<file path="config.mk">
export PLATFORM = sky130hd
export DESIGN_NAME = clock_set_ctrl_flat
export DESIGN_NICKNAME = d
export VERILOG_FILES = /design/src/rtl/clock_set_ctrl_if.sv /design/src/rtl/clock_set_ctrl.sv /design/src/flat_wrapper.sv
export SDC_FILE = /design/constraint.sdc
export NUM_CORES = 1
export LEC_CHECK = 0
export ABC_CLOCK_PERIOD_IN_PS = 3000
export CAP_MARGIN = 30
export CORE_UTILIZATION = 35
export DETAILED_ROUTE_END_ITERATION = 10
export HOLD_SLACK_MARGIN = 0.03
export PLACE_DENSITY = 0.53
export REMOVE_ABC_BUFFERS = 1
export SYNTH_ARGS = -nofsm -noshare
export SYNTH_HDL_FRONTEND = slang
export SYNTH_SLANG_ARGS = --single-unit
</file>
<file path="constraint.sdc">
create_clock -name clk -period 3 [get_ports clk]
set_clock_uncertainty 0.15 [all_clocks]
set_input_delay 0.9 -clock clk [delete_from_list [all_inputs] [get_ports clk]]
set_output_delay 0.9 -clock clk [all_outputs]
set_load 0.02 [all_outputs]
</file>
<file path="src/rtl/clock_set_ctrl_if.sv">
// Front-panel / datapath bundle for the alarm-clock setting controller.
//   btn_mode/btn_set/btn_inc : debounced button levels into the controller
//   cur_h1/cur_h0/cur_m1/cur_m0 : live BCD clock time into the controller
//   H_in1/H_in0/M_in1/M_in0  : BCD set value out to the clock datapath
//   LD_time/LD_alarm         : load strobes out to the clock datapath
//   editing/edit_field/edit_target : edit status for the display
interface clock_set_ctrl_if;
    logic       btn_mode;
    logic       btn_set;
    logic       btn_inc;
    logic [1:0] cur_h1;
    logic [3:0] cur_h0;
    logic [2:0] cur_m1;
    logic [3:0] cur_m0;
    logic [1:0] H_in1;
    logic [3:0] H_in0;
    logic [2:0] M_in1;
    logic [3:0] M_in0;
    logic       LD_time;
    logic       LD_alarm;
    logic       editing;
    logic [1:0] edit_field;
    logic       edit_target;

    // panel / test side
    modport master (
        output btn_mode, btn_set, btn_inc, cur_h1, cur_h0, cur_m1, cur_m0,
        input  H_in1, H_in0, M_in1, M_in0, LD_time, LD_alarm,
               editing, edit_field, edit_target
    );

    // controller side
    modport slave (
        input  btn_mode, btn_set, btn_inc, cur_h1, cur_h0, cur_m1, cur_m0,
        output H_in1, H_in0, M_in1, M_in0, LD_time, LD_alarm,
               editing, edit_field, edit_target
    );
endinterface

</file>
<file path="src/rtl/clock_set_ctrl.sv">
// Button-driven time/alarm setting controller for the alarm clock.
// Walks the user through target select, hour edit and minute edit, then
// holds a load strobe for LD_HOLD cycles with the edited BCD value.
//   clk   : system clock
//   reset : asynchronous, active-high reset
//   bus   : buttons, live time in; set value, strobes and edit status out
module clock_set_ctrl #(
    parameter int unsigned TIMEOUT_CYC = 1000,
    parameter int unsigned REPEAT_CYC  = 50,
    parameter int unsigned LD_HOLD     = 10
) (
    input  logic             clk,
    input  logic             reset,
    clock_set_ctrl_if.slave  bus
);
    localparam int unsigned DWELL_MAX = (TIMEOUT_CYC > LD_HOLD) ? TIMEOUT_CYC : LD_HOLD;
    localparam int unsigned DWELL_W   = $clog2(DWELL_MAX + 1);
    localparam int unsigned REP_W     = $clog2(REPEAT_CYC + 1);

    typedef enum logic [2:0] {
        S_IDLE     = 3'd0,
        S_SEL      = 3'd1,
        S_EDIT_HR  = 3'd2,
        S_EDIT_MIN = 3'd3,
        S_COMMIT   = 3'd4
    } state_t;

    state_t             state_q, state_n;
    logic               mode_q, set_q, inc_q;
    logic               target_q, target_n;
    logic [DWELL_W-1:0] dwell_q, dwell_n;
    logic [REP_W-1:0]   rep_q, rep_n;
    logic [1:0]         wk_h1_q, sh_h1_q;
    logic [3:0]         wk_h0_q, sh_h0_q;
    logic [2:0]         wk_m1_q, sh_m1_q;
    logic [3:0]         wk_m0_q, sh_m0_q;
    logic               ld_time_q, ld_alarm_q, editing_q, edit_target_q;
    logic [1:0]         edit_field_q;

    logic       mode_p, set_p, inc_p, inc_held, in_edit, activity, inc_step;
    logic       load_work, hr_inc, min_inc, commit_enter;
    logic [1:0] hr_h1_n;
    logic [3:0] hr_h0_n;
    logic [2:0] mn_m1_n;
    logic [3:0] mn_m0_n;

    // one-cycle press pulses; a level held through reset never pulses
    assign mode_p   = bus.btn_mode & ~mode_q;
    assign set_p    = bus.btn_set  & ~set_q;
    assign inc_p    = bus.btn_inc  & ~inc_q;
    assign inc_held = bus.btn_inc  & inc_q;
    assign in_edit  = (state_q == S_EDIT_HR) || (state_q == S_EDIT_MIN);
    assign activity = mode_p | set_p | inc_p | bus.btn_inc;
    assign inc_step = inc_p | (inc_held & in_edit & (rep_q == REP_W'(REPEAT_CYC)));

    // BCD hour increment with 23 -> 00 wrap
    always_comb begin
        hr_h1_n = wk_h1_q;
        hr_h0_n = wk_h0_q;
        if (wk_h1_q == 2'd2 && wk_h0_q == 4'd3) begin
            hr_h1_n = 2'd0;
            hr_h0_n = 4'd0;
        end else if (wk_h0_q == 4'd9) begin
            hr_h1_n = wk_h1_q + 2'd1;
            hr_h0_n = 4'd0;
        end else begin
            hr_h0_n = wk_h0_q + 4'd1;
        end
    end

    // BCD minute increment with 59 -> 00 wrap, no carry out
    always_comb begin
        mn_m1_n = wk_m1_q;
        mn_m0_n = wk_m0_q;
        if (wk_m0_q == 4'd9) begin
            mn_m0_n = 4'd0;
            mn_m1_n = (wk_m1_q == 3'd5) ? 3'd0 : wk_m1_q + 3'd1;
        end else begin
            mn_m0_n = wk_m0_q + 4'd1;
        end
    end

    // next-state and datapath controls; priority mode > set > inc
    always_comb begin
        state_n      = state_q;
        target_n     = target_q;
        load_work    = 1'b0;
        hr_inc       = 1'b0;
        min_inc      = 1'b0;
        commit_enter = 1'b0;
        case (state_q)
            S_IDLE: begin
                if (mode_p) begin
                    state_n  = S_SEL;
                    target_n = 1'b0;
                end
            end
            S_SEL: begin
                if (mode_p) begin
                    target_n = ~target_q;
                end else if (set_p) begin
                    state_n   = S_EDIT_HR;
                    load_work = 1'b1;
                end
            end
            S_EDIT_HR: begin
                if (mode_p)        state_n = S_IDLE;
                else if (set_p)    state_n = S_EDIT_MIN;
                else if (inc_step) hr_inc  = 1'b1;
            end
            S_EDIT_MIN: begin
                if (mode_p) begin
                    state_n = S_IDLE;
                end else if (set_p) begin
                    state_n      = S_COMMIT;
                    commit_enter = 1'b1;
                end else if (inc_step) begin
                    min_inc = 1'b1;
                end
            end
            S_COMMIT: begin
                if (dwell_q == DWELL_W'(LD_HOLD - 1)) state_n = S_IDLE;
            end
            default: state_n = S_IDLE;
        endcase
        // abandon an idle edit; any activity keeps dwell below the limit
        if ((state_q == S_SEL || in_edit) && !activity &&
            dwell_q == DWELL_W'(TIMEOUT_CYC - 1)) begin
            state_n = S_IDLE;
        end
    end

    // dwell counts time in state: idle time while editing, strobe time in COMMIT
    always_comb begin
        dwell_n = dwell_q;
        if (state_n != state_q)
            dwell_n = '0;
        else if (state_q != S_COMMIT && activity)
            dwell_n = '0;
        else if (dwell_q != DWELL_W'(DWELL_MAX))
            dwell_n = dwell_q + DWELL_W'(1);
    end

    // auto-repeat: counts held cycles since press, fires every REPEAT_CYC
    always_comb begin
        rep_n = '0;
        if (in_edit && inc_held && state_n == state_q) begin
            if (rep_q == REP_W'(REPEAT_CYC)) rep_n = REP_W'(1);
            else                             rep_n = rep_q + REP_W'(1);
        end
    end

    // state register and control counters
    always_ff @(posedge clk or posedge reset) begin
        if (reset) begin
            state_q  <= S_IDLE;
            mode_q   <= 1'b1;
            set_q    <= 1'b1;
            inc_q    <= 1'b1;
            target_q <= 1'b0;
            dwell_q  <= '0;
            rep_q    <= '0;
        end else begin
            state_q  <= state_n;
            mode_q   <= bus.btn_mode;
            set_q    <= bus.btn_set;
            inc_q    <= bus.btn_inc;
            target_q <= target_n;
            dwell_q  <= dwell_n;
            rep_q    <= rep_n;
        end
    end

    // working digits and alarm shadow
    always_ff @(posedge clk or posedge reset) begin
        if (reset) begin
            wk_h1_q <= '0; wk_h0_q <= '0; wk_m1_q <= '0; wk_m0_q <= '0;
            sh_h1_q <= '0; sh_h0_q <= '0; sh_m1_q <= '0; sh_m0_q <= '0;
        end else begin
            if (load_work) begin
                if (target_q) begin
                    wk_h1_q <= sh_h1_q; wk_h0_q <= sh_h0_q;
                    wk_m1_q <= sh_m1_q; wk_m0_q <= sh_m0_q;
                end else begin
                    wk_h1_q <= bus.cur_h1; wk_h0_q <= bus.cur_h0;
                    wk_m1_q <= bus.cur_m1; wk_m0_q <= bus.cur_m0;
                end
            end
            if (hr_inc) begin
                wk_h1_q <= hr_h1_n;
                wk_h0_q <= hr_h0_n;
            end
            if (min_inc) begin
                wk_m1_q <= mn_m1_n;
                wk_m0_q <= mn_m0_n;
            end
            if (commit_enter && target_q) begin
                sh_h1_q <= wk_h1_q; sh_h0_q <= wk_h0_q;
                sh_m1_q <= wk_m1_q; sh_m0_q <= wk_m0_q;
            end
        end
    end

    // status and strobe outputs, registered from next state
    always_ff @(posedge clk or posedge reset) begin
        if (reset) begin
            ld_time_q     <= 1'b0;
            ld_alarm_q    <= 1'b0;
            editing_q     <= 1'b0;
            edit_field_q  <= 2'd0;
            edit_target_q <= 1'b0;
        end else begin
            ld_time_q     <= (state_n == S_COMMIT) && !target_n;
            ld_alarm_q    <= (state_n == S_COMMIT) && target_n;
            editing_q     <= (state_n == S_SEL) || (state_n == S_EDIT_HR) ||
                             (state_n == S_EDIT_MIN);
            edit_field_q  <= (state_n == S_EDIT_HR)  ? 2'd1 :
                             (state_n == S_EDIT_MIN) ? 2'd2 : 2'd0;
            edit_target_q <= target_n;
        end
    end

    assign bus.H_in1       = wk_h1_q;
    assign bus.H_in0       = wk_h0_q;
    assign bus.M_in1       = wk_m1_q;
    assign bus.M_in0       = wk_m0_q;
    assign bus.LD_time     = ld_time_q;
    assign bus.LD_alarm    = ld_alarm_q;
    assign bus.editing     = editing_q;
    assign bus.edit_field  = edit_field_q;
    assign bus.edit_target = edit_target_q;
endmodule

</file>
<file path="src/flat_wrapper.sv">
// flat-port wrapper written by rule: the top's interface ports become plain ports
module clock_set_ctrl_flat 
#(
    parameter int unsigned TIMEOUT_CYC = 1000,
    parameter int unsigned REPEAT_CYC  = 50,
    parameter int unsigned LD_HOLD     = 10
)
  (clk, reset, bus_btn_mode, bus_btn_set, bus_btn_inc, bus_cur_h1, bus_cur_h0, bus_cur_m1, bus_cur_m0, bus_H_in1, bus_H_in0, bus_M_in1, bus_M_in0, bus_LD_time, bus_LD_alarm, bus_editing, bus_edit_field, bus_edit_target);
  clock_set_ctrl_if bus_i ();
  input  logic clk;
  input  logic reset;
  input wire logic [$bits(bus_i.btn_mode)-1:0] bus_btn_mode;
  input wire logic [$bits(bus_i.btn_set)-1:0] bus_btn_set;
  input wire logic [$bits(bus_i.btn_inc)-1:0] bus_btn_inc;
  input wire logic [$bits(bus_i.cur_h1)-1:0] bus_cur_h1;
  input wire logic [$bits(bus_i.cur_h0)-1:0] bus_cur_h0;
  input wire logic [$bits(bus_i.cur_m1)-1:0] bus_cur_m1;
  input wire logic [$bits(bus_i.cur_m0)-1:0] bus_cur_m0;
  output wire logic [$bits(bus_i.H_in1)-1:0] bus_H_in1;
  output wire logic [$bits(bus_i.H_in0)-1:0] bus_H_in0;
  output wire logic [$bits(bus_i.M_in1)-1:0] bus_M_in1;
  output wire logic [$bits(bus_i.M_in0)-1:0] bus_M_in0;
  output wire logic [$bits(bus_i.LD_time)-1:0] bus_LD_time;
  output wire logic [$bits(bus_i.LD_alarm)-1:0] bus_LD_alarm;
  output wire logic [$bits(bus_i.editing)-1:0] bus_editing;
  output wire logic [$bits(bus_i.edit_field)-1:0] bus_edit_field;
  output wire logic [$bits(bus_i.edit_target)-1:0] bus_edit_target;
  assign bus_i.btn_mode = bus_btn_mode;
  assign bus_i.btn_set = bus_btn_set;
  assign bus_i.btn_inc = bus_btn_inc;
  assign bus_i.cur_h1 = bus_cur_h1;
  assign bus_i.cur_h0 = bus_cur_h0;
  assign bus_i.cur_m1 = bus_cur_m1;
  assign bus_i.cur_m0 = bus_cur_m0;
  assign bus_H_in1 = bus_i.H_in1;
  assign bus_H_in0 = bus_i.H_in0;
  assign bus_M_in1 = bus_i.M_in1;
  assign bus_M_in0 = bus_i.M_in0;
  assign bus_LD_time = bus_i.LD_time;
  assign bus_LD_alarm = bus_i.LD_alarm;
  assign bus_editing = bus_i.editing;
  assign bus_edit_field = bus_i.edit_field;
  assign bus_edit_target = bus_i.edit_target;
  clock_set_ctrl #(.TIMEOUT_CYC(TIMEOUT_CYC), .REPEAT_CYC(REPEAT_CYC), .LD_HOLD(LD_HOLD)) u_core (.clk(clk), .reset(reset), .bus(bus_i));
endmodule
</file>
# Yosys cells after proc, flatten, opt, wreduce, memory -nomap -nowiden
# Index checks and enable logic that the tools add are counted.
# totals
register_bits,54
input_bits,18
output_inout_bits,19
word_cells,130
# op_classes
add_sub_neg,6
n_eq_ne,22
muxes,48
n_bitwise,14
n_reduce_logical,21
# ops
operator,n
$mux W3,14
$mux W4,9
$mux W10,3
$pmux W3 S5,1
$mux W2,7
$eq A3 B2 Y1 const B,4
$mux W6,2
$mux W1,11
$add A10 B1 Y10 const B,1
$eq A10 B10 Y1 const B,1
$eq A10 B4 Y1 const B,1
$ne A10 B10 Y1 const B,1
$eq A3 B3 Y1 const B,3
$logic_and A1 B1 Y1,9
$add A4 B1 Y4 const B,2
$eq A4 B4 Y1 const B,2
$add A6 B1 Y6 const B,1
$and A1 B1 Y1,6
$eq A3 B1 Y1 const B,2
$eq A6 B6 Y1 const B,1
$ne A3 B3 Y1 const B,2
$eq A4 B2 Y1 const B,1
$logic_or A1 B1 Y1,4
$not A1 Y1,4
other kinds (13),19

# Longest topological paths before layout
# Gate-level depths: netlist of run 1.
# logic_depth
ltp_word,12
mapped_depth,8

# Worst setup path after synthesis of run 1
# Ideal clock, no wire load.
# synth_path
path_kind,input-to-reg
startpoint,in bus_btn_set
endpoint,reg u_core.sh_h0_q[0]
setup_ns,0.125
arrival_ns,2.294
required_time_ns,2.725
setup_slack_ns,0.431
path_stages,7
cell_sequence,and2b_1 nand2_1 nor3_1 and3_1 clkbuf_1 buf_2 mux2_2
# synth_via
elab_chain_len,5
# synth_rtl
element,line_no,text
start: declaration,flat_wrapper.sv:13,input wire logic [$bits(bus_i.btn_set)-1:0] bus_btn_set;
$and A1 B1 Y1,clock_set_ctrl.sv:49,assign set_p = bus.btn_set & ~set_q;
$mux W1,clock_set_ctrl.sv:114,end else if (set_p) begin
$mux W1,clock_set_ctrl.sv:112,if (mode_p) begin
$mux W1,clock_set_ctrl.sv:91,case (state_q)
$logic_and A1 B1 Y1,clock_set_ctrl.sv:197,if (commit_enter && target_q) begin
end signal: assignment,clock_set_ctrl.sv:198,sh_h1_q <= wk_h1_q; sh_h0_q <= wk_h0_q;
end: declaration,clock_set_ctrl.sv:34,"logic [3:0] wk_h0_q, sh_h0_q;"
# No other way between the ends.
# A chain may end at the register's enable or synchronous reset.

# Final worst setup path of run 1
# layout_path
startpoint,in bus_btn_mode
endpoint,reg u_core.rep_q[5]
# layout_via
elab_chain_len,11
elab_cells_between_ends,16
# layout_rtl
element,line_no,text
start: declaration,flat_wrapper.sv:12,input wire logic [$bits(bus_i.btn_mode)-1:0] bus_btn_mode;
$and A1 B1 Y1 (*),clock_set_ctrl.sv:48,assign mode_p = bus.btn_mode & ~mode_q;
$or A1 B1 Y1 (3 in series),clock_set_ctrl.sv:53,assign activity = mode_p | set_p | inc_p | bus.btn_inc;
$logic_not A1 Y1,clock_set_ctrl.sv:127,if ((state_q == S_SEL || in_edit) && !activity &&
$logic_and A1 B1 Y1 (2 in series),clock_set_ctrl.sv:127,
$mux W3 (*),clock_set_ctrl.sv:127,
$eq A3 B3 Y1 (*),clock_set_ctrl.sv:147,if (in_edit && inc_held && state_n == state_q) begin
$logic_and A1 B1 Y1 (*),clock_set_ctrl.sv:147,
$mux W6 (*),clock_set_ctrl.sv:147,
net u_core.rep_n[5],clock_set_ctrl.sv:32,"logic [REP_W-1:0] rep_q, rep_n;"
end signal: assignment,clock_set_ctrl.sv:170,rep_q <= rep_n;
end: declaration,clock_set_ctrl.sv:32,
# The timed path passes the listed nets; every way through them passes the cells marked *.

==> impl_table.tex, run 1 <==
\begin{tabular}{lr}
\hline
Metric & Value \\
\hline
\multicolumn{2}{l}{\textbf{Run status}} \\
Status & completed \\
\multicolumn{2}{l}{\textbf{Timing}} \\
Final clock period utilization by the worst path & 89.7\% \\
Unrepaired setup endpoints after global routing & no \\
Worst Hold Slack & 362 ps \\
Final count of hold timing violations & 0 \\
Maximum operating frequency & 371 MHz \\
Final setup violating endpoints & 0 \\
Relative slew slack & 45.0\% \\
Number of max-slew violations in the final report & 0 \\
Transition time at the pin with the least slew margin & 825 ps \\
Min cycle time layout & 2690 ps \\
\multicolumn{2}{l}{\textbf{Final layout}} \\
Nets & 353 \\
Area growth from synthesis to layout & 23.6\% \\
Fraction of final layout cells sized beyond drive strength 1 & 17.9\% \\
Count of inserted antenna diode cells & 0 \\
Most frequent standard cell in the layout excluding fill and tap cells & sky130\_fd\_sc\_hd\_\_dfrtp\_1 \\
Final Non-Filler Cells & 432 \\
Filler cell count & 725 \\
Final design instance area without fill & 3590 um\^{}2 \\
Most frequent cells in the layout & 51 x sky130\_fd\_sc\_hd\_\_dfrtp\_1, 36 x sky130\_fd\_sc\_hd\_\_clkdlybuf4s50\_1, 21 x sky130\_fd\_sc\_hd\_\_mux2\_2, 20 x sky130\_fd\_sc\_hd\_\_nand2\_1, 18 x sky130\_fd\_sc\_hd\_\_nor2\_1 \\
\multicolumn{2}{l}{\textbf{Yosys}} \\
Post-synthesis share of cell area spent on xor and xnor gates & 4.52\% \\
Number of warnings printed during yosys synthesis & 0 \\
Simple-gate share of the synthesized area & 18.7\% \\
Proportion of synthesized chip area in sequential cells & 46.6\% \\
Count of mapped cells out of synthesis & 281 \\
Flip-flop and latch count after synthesis & 54 \\
Library cell occupying the most area in the post-synthesis netlist & sky130\_fd\_sc\_hd\_\_dfrtp\_1 \\
Dominant combinational cell family by area after synthesis & simple AND/OR/NAND/NOR gates \\
Dominant cells by area after synthesis & sky130\_fd\_sc\_hd\_\_dfrtp\_1 44\%, sky130\_fd\_sc\_hd\_\_mux2\_2 8.1\%, sky130\_fd\_sc\_hd\_\_mux2i\_1 3.1\% \\
Area of the mapped netlist & 2910 um\^{}2 \\
Fraction of the mapped netlist area in compound gates & 12.2\% \\
Count of distinct cell types in the synthesized netlist & 55 \\
Most used flip-flop cell after synthesis & sky130\_fd\_sc\_hd\_\_dfrtp\_1 \\
Share of Yosys cell area claimed by the top area cell type & 43.9\% \\
Async set or reset register ratio after synthesis & 100\% \\
Area share of fa/ha/maj cells after synthesis & 2.58\% \\
Multiplexer share of the synthesized area & 11.2\% \\
Mean instance size in the synthesized netlist & 10.3 um\^{}2 \\
Number of enable flip-flop cells after synthesis & 0 \\
\multicolumn{2}{l}{\textbf{Die}} \\
Chip Height & 93.2 um \\
IO Pins & 37 \\
Starting utilization of the core area & 36.9\% \\
\# rows & 32 \\
Total Die Area & 8680 um\^{}2 \\
Core Box Area & 7890 um\^{}2 \\
Horizontal extent of the die & 93.2 um \\
\multicolumn{2}{l}{\textbf{Drt}} \\
Post-detailed-route DRC marker count & 0 \\
Routed vias & 2214 \\
Total length of routed wires & 6190 um \\
Wire length per cell after detailed routing & 14.3 um \\
Number of routed nets with antenna violations & 0 \\
DRC marker count from the first detailed-route iteration & 112 \\
Ratio of routed vias to standard cells & 5.13 \\
DRT Pass-1 Iters & 4 \\
\multicolumn{2}{l}{\textbf{Placement}} \\
Buffers added on ports & 36 \\
Instance count after placement with tap cells included & 424 \\
Gpl congestion & 0.779 \\
HPWL reported at the end of detailed placement & 4390 um \\
Area post-placement & 3480 um\^{}2 \\
\multicolumn{2}{l}{\textbf{Flow run}} \\
Max-cap violations & 0 \\
\multicolumn{2}{l}{\textbf{Setup path}} \\
Startpoint kind of the worst setup timing path & primary input \\
Arrival time at the worst endpoint & 2740 ps \\
Buf/Inv on CP & 3 \\
Crit Path Max Fanout & 8 \\
Required time reported for the critical path endpoint & 3040 ps \\
Crit-path slowest cell & sky130\_fd\_sc\_hd\_\_clkdlybuf4s50\_1 \\
Cells along the critical path & clkdlybuf4s50\_1, nor2b\_1, inv\_1, buf\_4, a21oi\_1, a311oi\_1, o22ai\_1, nor4\_1 \\
Start-to-end type of the worst setup path & primary input to flip-flop \\
Cell type group with the largest total delay on the critical path & buffers and inverters \\
CP max stage delay & 430 ps \\
Kind of end point of the critical path & flip-flop \\
\multicolumn{2}{l}{\textbf{Global routing}} \\
Largest net degree at the start of global routing & 55 \\
Wire length of the first global-routing pass & 10500 um \\
Number of antenna violations at the first check in global routing & 0 \\
Total global routing track utilization & 15.5\% \\
Via count of the first global-routing pass & 2118 \\
Leftover overflow at the end of global routing & 0 \\
\multicolumn{2}{l}{\textbf{CTS}} \\
CTS tree & yes \\
Post-CTS setup buffers & 0 \\
\# H-tree levels & 2 \\
Clock-pin slew reported for the worst setup and hold paths after clock tree synthesis & 100 ps \\
Worst-case clock buffer depth & 2 \\
Later-pin clock latency in the skew report & 310 ps \\
Cts bufs inserted & 5 \\
Number of instances resized during post-cts repair & 0 \\
Cell chosen for the clock root & sky130\_fd\_sc\_hd\_\_clkbuf\_8 \\
Hold Buf Count CTS & 0 \\
Clock Sink Count & 54 \\
\multicolumn{2}{l}{\textbf{Worst hold path}} \\
Path category of the worst min-delay check & flip-flop to flip-flop \\
\multicolumn{2}{l}{\textbf{Pwr}} \\
P per Cell Area & 721 nW/um\^{}2 \\
Worst IR drop on VDD & 0.253 mV \\
Power consumption & 0.00259 W \\
Leakage power total & 1.52 nW \\
\hline
\end{tabular}
-- stage by stage --
stage / util (%) / setup WS [ps] / setup TNS, ps
after global routing: 45.6 / 130 / 0
final: 45.6 / 308 / 0
after detailed placement: 44.1 / -43.6 / -326
after global placement: 44.1 / -1.20 / -1.52
after CTS: 45.6 / 297 / 0
after floorplan: - / 364 / 0
-- path summary, 6_finish.rpt --
| kind | startpoint | end | slack, ps | depth (start not counted) |
|---|---|---|---|---|
| setup reg to reg | u_core.rep_q[0] | u_core.bus.H_in1[1] | 670 | 7 |
| hold / removal | u_core.sh_h0_q[2] | u_core.sh_h0_q[2] | 360 | 1 |
| hold reg to reg | u_core.sh_h0_q[2] | u_core.sh_h0_q[2] | 360 | 1 |
| max in group asynchronous | reset | u_core.mode_q | 1600 | 3 |
| setup / recovery | bus_btn_mode | u_core.rep_q[5] | 310 | 8 |
| min in group asynchronous | reset | u_core.sh_m1_q[2] | 800 | 3 |
-- layout make-up --
| class | count | area (um^2) | area share (%) |
|---|---|---|---|
| clock buffer | 5 | 68.8 | 1.92 |
| sequential | 54 | 1360 | 37.7 |
| inverter | 12 | 45.0 | 1.25 |
| multi-input combinational | 202 | 1430 | 39.9 |
| clock inverter | 3 | 43.8 | 1.22 |
| timing repair buffer | 54 | 520 | 14.5 |
| tap | 102 | 128 | 3.55 |
-- worst reg2reg max path: cells and delay by family (launching register included) --
| family | cells | cell delay [ps] |
|---|---|---|
| DFF | 1 | 410 |
| AOI/OAI and AO/OA | 2 | 540 |
| and+or+nand+nor | 3 | 890 |
| buffers and inverters | 1 | 80 |
| adders and majority gates | 1 | 160 |
-- sequential cells by signal, summed over array words and instances, names as in the netlist, 2 cells and up --
| signal | flops |
|---|---|
| u_core.bus.H_in0 | 4 |
| u_core.bus.H_in1 | 2 |
| u_core.bus.M_in0 | 4 |
| u_core.bus.M_in1 | 3 |
| u_core.bus.edit_field | 2 |
| u_core.dwell_q | 10 |
| u_core.rep_q | 6 |
| u_core.sh_h0_q | 4 |
| u_core.sh_h1_q | 2 |
| u_core.sh_m0_q | 4 |
| u_core.sh_m1_q | 3 |
| u_core.state_q | 3 |
-- kinds of logic after synthesis --
kind of cell / after synthesis
muxes: 30
buffers and inverters: 25
xor gates and xnor gates: 15
AOI/OAI and AO/OA: 48
and+or+nand+nor: 103
adders and majority gates: 6
DFF: 54
-- layer usage --
layer,global-route usage [%],vias up,part of all wire (%)
met3,2.52,4,3.2
met5,0,-,0
li1,-,1122,-
met1,22.7,1052,50
met4,5.00,0,1.4
met2,23.2,36,45
-- synth_stat cells (all sizes together) (4+ instances only) --
| master | number |
|---|---|
| a21oi | 9 |
| mux2 | 21 |
| xor2 | 6 |
| nand2b | 4 |
| nor2b | 5 |
| nor3 | 17 |
| mux2i | 9 |
| ha | 6 |
| dfrtp | 51 |
| nand4 | 4 |
| inv | 12 |
| clkbuf | 6 |
| nand3 | 13 |
| xnor2 | 9 |
| buf | 7 |
| o21ai | 8 |
| nor2 | 18 |
| nand2 | 20 |
| nor4 | 9 |
-- power by group --
part | internal [W] | leakage [nW] | switching (W)
registers | 0.000893 | 0.719 | 0.000219
clock network | 0.000250 | 0.0585 | 0.000242
logic | 0.000515 | 0.739 | 0.000472
total | 0.00166 | 1.52 | 0.000933
Note: power is estimated with default switching activity, not from simulation.
==> inputs of run 2 (changes only) <==
Settings changed: CTS_CLUSTER_DIAMETER set to 60.
==> results of run 2 <==
Final layout, timing and power as in run 1 (identical DEF).
==> inputs of run 3 (changes only) <==
Settings changed: CORE_UTILIZATION 35 to 55, GPL_TIMING_DRIVEN set to 0, PLACE_DENSITY 0.53 to 0.77.
==> run 3 against run 2 <==
  * Global-route usage increased by 7.0 points
  * Flip-flop and latch count is the same
  * Highest routed layer unchanged
  * Total power down 0.54%
  * Largest cell class unchanged
  * Via count is 1.9% higher
  * Sequential share of layout area increased by 1.5 points
  * Utilization grew 22 points
  * Fmax down 7.9%
  * First-iteration DRC count up 3.6%
  * Critical path type unchanged
==> impl_table.tex, run 3 (synthesis results as in run 1) <==
\begin{tabular}{lr}
\hline
Metric & Value \\
\hline
\multicolumn{2}{l}{\textbf{Run status}} \\
Status & completed \\
\multicolumn{2}{l}{\textbf{Final layout}} \\
Most frequent standard cell in the layout excluding fill and tap cells & sky130\_fd\_sc\_hd\_\_dfrtp\_1 \\
Most frequent cells in the layout & 50 x sky130\_fd\_sc\_hd\_\_dfrtp\_1, 36 x sky130\_fd\_sc\_hd\_\_clkdlybuf4s50\_1, 21 x sky130\_fd\_sc\_hd\_\_mux2\_2, 20 x sky130\_fd\_sc\_hd\_\_nand2\_1, 18 x sky130\_fd\_sc\_hd\_\_nor2\_1 \\
Registers with the highest flip-flop counts & u\_core.dwell\_q (10), u\_core.rep\_q (6) \\
Nets & 339 \\
Final Non-Filler Cells & 386 \\
Fraction of final layout cells sized beyond drive strength 1 & 15.8\% \\
Most flops, register & u\_core.dwell\_q \\
Area occupied by multi-input gates & 1450 um\^{}2 \\
Count of inserted antenna diode cells & 0 \\
Filler cell count & 407 \\
Share of the core filled with cells & 67.8\% \\
Area growth from synthesis to layout & 19.1\% \\
Largest register FFs & 10 \\
Area used by sequential logic in the layout & 1360 um\^{}2 \\
\multicolumn{2}{l}{\textbf{Timing}} \\
Final count of hold timing violations & 0 \\
Relative slew slack & 45.1\% \\
Number of max-slew violations in the final report & 0 \\
Unrepaired setup endpoints after global routing & no \\
Maximum operating frequency & 342 MHz \\
Final clock period utilization by the worst path & 97.4\% \\
Min cycle time layout & 2920 ps \\
Final setup violating endpoints & 0 \\
Transition time at the pin with the least slew margin & 824 ps \\
\multicolumn{2}{l}{\textbf{Pwr}} \\
P per Cell Area & 744 nW/um\^{}2 \\
Worst IR drop on VDD & 0.384 mV \\
Leakage power total & 1.44 nW \\
\multicolumn{2}{l}{\textbf{CTS}} \\
Clock-pin slew reported for the worst setup and hold paths after clock tree synthesis & 90 ps \\
Clock Sink Count & 54 \\
Worst-case clock buffer depth & 2 \\
Cts bufs inserted & 5 \\
CTS tree & yes \\
Hold Buf Count CTS & 0 \\
Cell chosen for the clock root & sky130\_fd\_sc\_hd\_\_clkbuf\_8 \\
Later-pin clock latency in the skew report & 310 ps \\
\# H-tree levels & 2 \\
\multicolumn{2}{l}{\textbf{Die}} \\
\# rows & 26 \\
Core Box Area & 5110 um\^{}2 \\
Total Die Area & 5580 um\^{}2 \\
IO Pins & 37 \\
Starting utilization of the core area & 56.9\% \\
Horizontal extent of the die & 74.7 um \\
Chip Height & 74.7 um \\
\multicolumn{2}{l}{\textbf{Drt}} \\
Total length of routed wires & 6000 um \\
Number of routed nets with antenna violations & 0 \\
Wire length per cell after detailed routing & 15.5 um \\
DRT Pass-1 Iters & 4 \\
DRC marker count from the first detailed-route iteration & 116 \\
Routed vias & 2256 \\
Post-detailed-route DRC marker count & 0 \\
Ratio of routed vias to standard cells & 5.84 \\
\multicolumn{2}{l}{\textbf{Setup path}} \\
Slack of the worst reg-to-reg path & 600 ps \\
Required time reported for the critical path endpoint & 3050 ps \\
Cells along the critical path & clkdlybuf4s50\_1, and2b\_1, nand2\_1, nor3\_1, and3\_4, mux2\_2 \\
Path depth of the worst reg2reg path & 7 \\
Worst flop-to-flop path startpoint & u\_core.rep\_q[0] \\
Crit Reg-Reg Endpoint & u\_core.bus.H\_in1[1] \\
Kind of end point of the critical path & flip-flop \\
Arrival time at the worst endpoint & 2970 ps \\
CP max stage delay & 510 ps \\
Startpoint kind of the worst setup timing path & primary input \\
Start-to-end type of the worst setup path & primary input to flip-flop \\
Crit-path slowest cell & sky130\_fd\_sc\_hd\_\_clkdlybuf4s50\_1 \\
Crit Path Max Fanout & 13 \\
\multicolumn{2}{l}{\textbf{Worst hold path}} \\
Path category of the worst min-delay check & flip-flop to flip-flop \\
Hold\_sp & u\_core.sh\_h0\_q[2] \\
Worst hold path stage count & 1 \\
Worst Hold Path EP & u\_core.sh\_h0\_q[2] \\
\multicolumn{2}{l}{\textbf{Global routing}} \\
Number of antenna violations at the first check in global routing & 0 \\
Via count of the first global-routing pass & 2082 \\
Total global routing track utilization & 22.5\% \\
Largest net degree at the start of global routing & 32 \\
Wire length of the first global-routing pass & 9510 um \\
Leftover overflow at the end of global routing & 0 \\
\multicolumn{2}{l}{\textbf{Placement}} \\
Instance count after placement with tap cells included & 375 \\
HPWL reported at the end of detailed placement & 4030 um \\
Buffers added on ports & 36 \\
Gpl congestion & 0.839 \\
\multicolumn{2}{l}{\textbf{Flow run}} \\
Max-cap violations & 0 \\
\hline
\end{tabular}
run 3: routing by layer:
| metal | part of all wire (%) | track usage (%) | up-vias |
|---|---|---|---|
| met3 | 3.3 | 3.35 | 5 |
| met5 | 0 | 0 | - |
| li1 | - | - | 1091 |
| met4 | 0.93 | 7.55 | 0 |
| met2 | 49 | 37.1 | 48 |
| met1 | 47 | 30.4 | 1112 |
run 3: what timing repair did:
item,in CTS,in global routing
cloned,0,0
resized for setup,3,3
pin swaps,1,0
buffers inserted,3,0
setup endpoints to repair,18,17
run 3: layout make-up:
class,count,area share [%]
clock buffer,5,1.99
clock inverter,3,1.30
inverter,12,1.30
multi-input combinational,202,41.9
sequential,54,39.2
tap,70,2.53
timing repair buffer,40,11.9
run 3: power breakdown:
part | leakage, nW | total, W | switching (W) | internal [W]
clock | 0.0504 | 0.000498 | 0.000249 | 0.000248
sequential | 0.718 | 0.00116 | 0.000269 | 0.000894
combinational | 0.673 | 0.000917 | 0.000425 | 0.000492
run 3: worst max path at each step:
stage | from | cells past startpoint | end | slack, ps
2_1_floorplan | bus_btn_mode | 6 | u_core.bus.H_in1[0] | 360
3_3_place_gp | bus_btn_mode | 7 | u_core.bus.M_in1[1] | -490
3_5_place_dp | bus_btn_mode | 7 | u_core.bus.M_in1[1] | -540
4_1_cts | bus_btn_set | 6 | u_core.bus.H_in0[1] | -20
5_1_grt | bus_btn_set | 6 | u_core.sh_m0_q[3] | 6
6_report | bus_btn_set | 6 | u_core.sh_h1_q[0] | 80
run 3: per-stage QoR:
step	setup slack, ps	power [W]	TNS, ps	hold WS (ps)	instance area (um^2)
3_3_place_gp	-491	0.00204	-28170	332	3280
4_1_cts	-21.6	0.00258	-21.6	363	3450
6_report	78.1	0.00258	0	365	3460
3_5_place_dp	-542	0.00207	-10730	341	3310
5_1_grt	5.58	0.00273	0	381	3460
2_1_floorplan	364	0.00170	0	322	2830
run 3: critical path, delay by kind of cell:
| family | cells | cell delay (ps) |
|---|---|---|
| muxes | 1 | 360 |
| and+or+nand+nor | 4 | 1190 |
| buffers and inverters | 1 | 510 |
